## src/rtl/alu_arbiter.sv

```systemverilog
// Round-robin arbiter/sequencer sharing one multi-cycle ALU among NREQ requesters.
// Optional WAIT-state watchdog enabled by defining ALU_ARB_TIMEOUT_EN.
module alu_arbiter #(
  parameter int DWIDTH  = 8,
  parameter int NREQ    = 4,
  parameter int OPW     = 4,
  parameter int TIMEOUT = 16
) (
  input  logic                     clk,
  input  logic                     rst,
  input  logic [NREQ-1:0]          req_valid_i,
  output logic [NREQ-1:0]          req_ready_o,
  input  logic [NREQ*DWIDTH-1:0]   req_a_i,
  input  logic [NREQ*DWIDTH-1:0]   req_b_i,
  input  logic [NREQ*OPW-1:0]      req_op_i,
  output logic [NREQ-1:0]          resp_valid_o,
  input  logic [NREQ-1:0]          resp_ready_i,
  output logic [2*DWIDTH-1:0]      resp_res_o,
  output logic                     resp_err_o,
  output logic                     alu_start_o,
  output logic [DWIDTH-1:0]        alu_a_o,
  output logic [DWIDTH-1:0]        alu_b_o,
  output logic [OPW-1:0]           alu_op_o,
  input  logic                     alu_done_i,
  input  logic [2*DWIDTH-1:0]      alu_res_i,
  output logic                     busy_o,
  output logic [$clog2(NREQ)-1:0]  grant_id_o
);

  // state | meaning
  // IDLE  | search for a request from rr_ptr upward, accept winner
  // ISSUE | one-cycle ALU start pulse
  // WAIT  | wait for ALU done (or watchdog expiry)
  // RESP  | hold one-hot response until granted requester is ready

  localparam int GW = (NREQ > 1) ? $clog2(NREQ) : 1;
  localparam logic [GW:0] NREQ_C = (GW+1)'(NREQ);

  typedef enum logic [1:0] {S_IDLE, S_ISSUE, S_WAIT, S_RESP} state_t;

  state_t              r_state, w_next;
  logic [GW-1:0]       r_rr_ptr, r_grant, w_win, w_ptr_next, w_idx;
  logic [GW:0]         w_sum;
  logic                w_found, w_accept, w_resp_ack, w_wait_exit, w_tmo;
  logic [NREQ-1:0]     w_ready, w_grant_oh, r_resp_valid;
  logic [DWIDTH-1:0]   w_a, w_b, r_a, r_b;
  logic [OPW-1:0]      w_op, r_op;
  logic [2*DWIDTH-1:0] r_res;
  logic                r_start, r_busy;

  always_comb begin
    w_found = 1'b0;
    w_win   = '0;
    w_sum   = '0;
    w_idx   = '0;
    for (int i = 0; i < NREQ; i++) begin
      w_sum = {1'b0, r_rr_ptr} + (GW+1)'(i);
      if (w_sum >= NREQ_C) w_sum = w_sum - NREQ_C;
      w_idx = w_sum[GW-1:0];
      if (!w_found && req_valid_i[w_idx]) begin
        w_found = 1'b1;
        w_win   = w_idx;
      end
    end
  end

  always_comb begin
    w_ready    = '0;
    w_grant_oh = '0;
    w_a        = '0;
    w_b        = '0;
    w_op       = '0;
    for (int i = 0; i < NREQ; i++) begin
      w_ready[i]    = (w_win == GW'(i));
      w_grant_oh[i] = (r_grant == GW'(i));
      if (w_win == GW'(i)) begin
        w_a  = req_a_i[i*DWIDTH +: DWIDTH];
        w_b  = req_b_i[i*DWIDTH +: DWIDTH];
        w_op = req_op_i[i*OPW +: OPW];
      end
    end
  end

  // Ready is only offered in IDLE and never while reset is asserted.
  assign req_ready_o = (r_state == S_IDLE && w_found && !rst) ? w_ready : '0;
  assign w_accept    = |(req_valid_i & req_ready_o);
  assign w_resp_ack  = |(resp_ready_i & w_grant_oh);
  assign w_ptr_next  = (w_win == GW'(NREQ-1)) ? '0 : w_win + 1'b1;
  assign w_wait_exit = alu_done_i || w_tmo;

  always_comb begin
    w_next = r_state;
    case (r_state)
      S_IDLE:  if (w_accept)    w_next = S_ISSUE;
      S_ISSUE:                  w_next = S_WAIT;
      S_WAIT:  if (w_wait_exit) w_next = S_RESP;
      S_RESP:  if (w_resp_ack)  w_next = S_IDLE;
      default:                  w_next = S_IDLE;
    endcase
  end

  always_ff @(posedge clk) begin
    if (rst) begin
      r_state      <= S_IDLE;
      r_rr_ptr     <= '0;
      r_grant      <= '0;
      r_a          <= '0;
      r_b          <= '0;
      r_op         <= '0;
      r_res        <= '0;
      r_start      <= 1'b0;
      r_busy       <= 1'b0;
      r_resp_valid <= '0;
    end else begin
      r_state      <= w_next;
      r_start      <= (w_next == S_ISSUE);
      r_busy       <= (w_next != S_IDLE);
      r_resp_valid <= (w_next == S_RESP) ? w_grant_oh : '0;
      if (w_accept) begin
        r_grant  <= w_win;
        r_rr_ptr <= w_ptr_next;
        r_a      <= w_a;
        r_b      <= w_b;
        r_op     <= w_op;
      end
      // Done wins over an expiry in the same cycle.
      if (r_state == S_WAIT) begin
        if (alu_done_i)  r_res <= alu_res_i;
        else if (w_tmo)  r_res <= '0;
      end
    end
  end

`ifdef ALU_ARB_TIMEOUT_EN
  localparam int TW = (TIMEOUT > 1) ? $clog2(TIMEOUT) : 1;
  logic [TW-1:0] r_tcnt;
  logic          r_err;

  assign w_tmo = (r_state == S_WAIT) && (r_tcnt == TW'(TIMEOUT-1));

  always_ff @(posedge clk) begin
    if (rst) begin
      r_tcnt <= '0;
      r_err  <= 1'b0;
    end else begin
      if (r_state != S_WAIT) r_tcnt <= '0;
      else                   r_tcnt <= r_tcnt + 1'b1;
      if (r_state == S_WAIT) begin
        if (alu_done_i) r_err <= 1'b0;
        else if (w_tmo) r_err <= 1'b1;
      end
    end
  end

  assign resp_err_o = r_err;
`else
  assign w_tmo      = 1'b0;
  assign resp_err_o = 1'b0;
`endif

  assign resp_valid_o = r_resp_valid;
  assign resp_res_o   = r_res;
  assign alu_start_o  = r_start;
  assign alu_a_o      = r_a;
  assign alu_b_o      = r_b;
  assign alu_op_o     = r_op;
  assign busy_o       = r_busy;
  assign grant_id_o   = r_grant;

endmodule

```

## config.mk

```make
export PLATFORM = sky130hd
export DESIGN_NAME = alu_arbiter
export DESIGN_NICKNAME = d
export VERILOG_FILES = /design/src/rtl/alu_arbiter.sv
export SDC_FILE = /design/constraint.sdc
export NUM_CORES = 1
export LEC_CHECK = 0
export ABC_CLOCK_PERIOD_IN_PS = 2600
export BUFFER_PORTS_ARGS = -buffer_cell sky130_fd_sc_hd__buf_4
export CORE_MARGIN = 2
export CORE_UTILIZATION = 26
export CTS_CLUSTER_SIZE = 14
export DETAILED_ROUTE_END_ITERATION = 16
export PLACE_DENSITY = 0.6
export SYNTH_ARGS = -nofsm -noshare
export SYNTH_HDL_FRONTEND = slang
export SYNTH_SLANG_ARGS = --single-unit
```

## constraint.sdc

```tcl
create_clock -name clk -period 2.6 [get_ports clk]
set_input_delay 0.65 -clock clk [delete_from_list [all_inputs] [get_ports clk]]
set_output_delay 0.65 -clock clk [all_outputs]
set_load 0.01 [all_outputs]
```

==> results.cfg <==
[logic_synthesis]
synth_flop_cell = dfxtp_1
synth_nets = 396
synth_edf_count = 0
synth.largest_area_cell = dfxtp_1
synthCells = 285
ys_seq_area_share_pct = 41.60
yosysWarningCount = 0
synthTopCellsByCount = nand2_1, dfxtp_1, a21oi_1
synth_top_cell_area_share_pct = 41.60
yosysMostFrequentCell = nand2_1
async_flop_share_pct = 0
synth_cell_types = 36
yosys-top-cells-area = dfxtp_1, nand2_1, a21oi_1, a221oi_1, o22ai_1
synth_area_um2 = 2310
ys_ff_latch = 48
avgSynthCellArea_um2 = 8.104

[die]
row_count = 34
fp.dieH_um = 98.25
start_util_pct = 26.61
dieArea_um2 = 9653
die_x_um = 98.25
io_pins = 156
core_area_um2 = 8678

[timing]
maxSlewHeadroom_pct = 59.72
finalHoldViolations = 0
fin_crit_sh_pct = 94.20
drv_slew = 0
tightest_slew_ns = 0.6024
period_needed_ns = 2.449
setup_ws_ns = 0.1508
setup_viol = 0
grt_setup_unrepaired = false
fmax_mhz = 408.3
fin_worst_skew_ns = 0.006117

[run]
cap_viol_max_count = 0

[place]
globalplace.congestion = 0.8647
pre_cts_ws_ns = -0.07947
port_buffers = 154
dp_hpwl_mm = 6.028

[setup_path]
worstSetupEndpointType = output port
r2r-start = r_rr_ptr[1]
criticalPathCategory = in2out
cp_slowest_stage_delay_ns = 0.24
cp_num_buf_inv = 3
ff2ff_setup_slack_ns = 0.32
startpoint = req_valid_i[0]
crit_chain = buf_4 > mux2i_1 > nor2_1 > nor3_2 > inv_1 > ha_1 > and2_1 > buf_4
crit_family = simple AND/OR/NAND/NOR gates
worstPathArrival_ns = 1.80
cp_max_fo = 4
path_common_cell = buf_4
start_kind = input pin
slowest_stage = ha_1
cp.required_ns = 1.95

[global_routing]
grt_max_degree = 43
antenna_found_initial = 0
grt_pass1_wl_mm = 11.91
grt_overflow = 0
first_global_vias = 2460
grt_usage_pct = 15.22

[detailed_routing]
vias_per_cell = 4.754
drc_errors = 0
postRouteAntennaNets = 0
dr.pass1.iters = 4
wirelength_mm = 7.742
drtIter0Drc = 119
vias = 2610
routedWlPerCell_um = 14.10

[clocking]
insertion_delay_ns = 0.30
root_buffer = clkbuf_8
clk_path_buf_depth = 2
post_cts_buffers = 0
cts_tree = done
path_clk_slew_ns = 0.09
cts_buffers = 5
cts.sinks = 48
htree_levels = 2

[power_and_ir_drop]
irDropWorstVdd_uv = 268.6
power.leakage_uw = 0.001619
p_per_area_nw_per_um2 = 530.6

[min_path]
min_path_type = reg2reg
min_from = alu_op_o[0]

[outcome]
status = completed

[layout]
final_core_util_pct = 43.07
n_antenna_cell = 0
area_growth_pct = 61.81
fin_nets = 551
final_layout_size_suffix_gt1_share_pct = 42.63
## through the flow
step           cell area [um2]  setup TNS (ns)  std cells  hold slack, ns  total power (uW)
2_1_floorplan             2310               0        285          0.4805              1194
3_3_place_gp              3631         -0.1235        541          0.4431              1525
3_5_place_dp              3631         -0.6398        541          0.4466              1528
4_1_cts                   3729               0        549          0.4600              2009
5_1_grt                   3737               0        549          0.4724              2106
6_report                  3737               0        549          0.4570              1983
## logic make-up after synthesis
kind of cell / synth area share, %
other: 0.1624
AO/OA/AOI/OAI: 24.43
AND/OR/NAND/NOR: 23.84
buffers and inverters: 6.067
multiplexers: 1.734
adder cells (fa/ha/maj): 2.167
flip-flops: 41.60
## worst min-delay path, cell delays in order, from the launching register on
cell and delay (ns):
dfxtp_1 0.32, nand2_1 0.05, a21oi_1 0.05
## final timing paths
check / end / depth (start not counted)
max: req_ready_o[0] / 8
min: alu_op_o[0] / 2
max reg2reg: alu_a_o[5] / 9
min reg2reg: alu_op_o[0] / 2
## power breakdown
part | internal (uW) | switching (uW)
Clock | 216 | 262
Sequential | 792 | 37.8
Combinational | 357 | 318
## cell usage in the layout (no fill, tap or decap), types with 2 or more instances in the layout
master,n
buf_4,171
nand2_1,65
dfxtp_1,47
a21oi_1,45
a221oi_1,19
o22ai_1,19
or3_1,19
inv_1,6
clkbuf_8,6
and2_1,5
mux2i_1,4
nand3b_1,3
ha_1,3
nor2_1,2
a22oi_1,2
clkinvlp_4,2
## per-layer routing
metal | routed length (um) | track usage (%) | up-vias
li1 | - | - | 1334
met1 | 3240 | 18.17 | 1150
met2 | 3796 | 26.55 | 116
met3 | 594 | 4.724 | 10
met4 | 110 | 4.004 | 0
met5 | 0 | 0 | -
## flip-flops by register name (all words and copies together), names as in the netlist, 2 cells and up
name	cells
r_rr_ptr	2
alu_b_o	8
resp_valid_o	4
alu_op_o	4
grant_id_o	2
r_state	2
alu_a_o	8
resp_res_o	16
## what timing repair did
| item | in CTS | in global routing |
|---|---|---|
| setup endpoints to repair | 0 | 4 |
| resized for setup | 0 | 3 |
| hold buffers | 0 | 0 |
## layout make-up
cell class / count / area (um2)
fillers: 878 / 4941
repair buffers: 172 / 1304
multi-input cells: 207 / 1216
flip-flops and latches: 48 / 962.2
well taps: 108 / 135.1
clock buffers: 6 / 82.58
inverters: 6 / 22.52
clock inverters: 2 / 15.01
No activity file was read; power rests on OpenSTA's default activity.
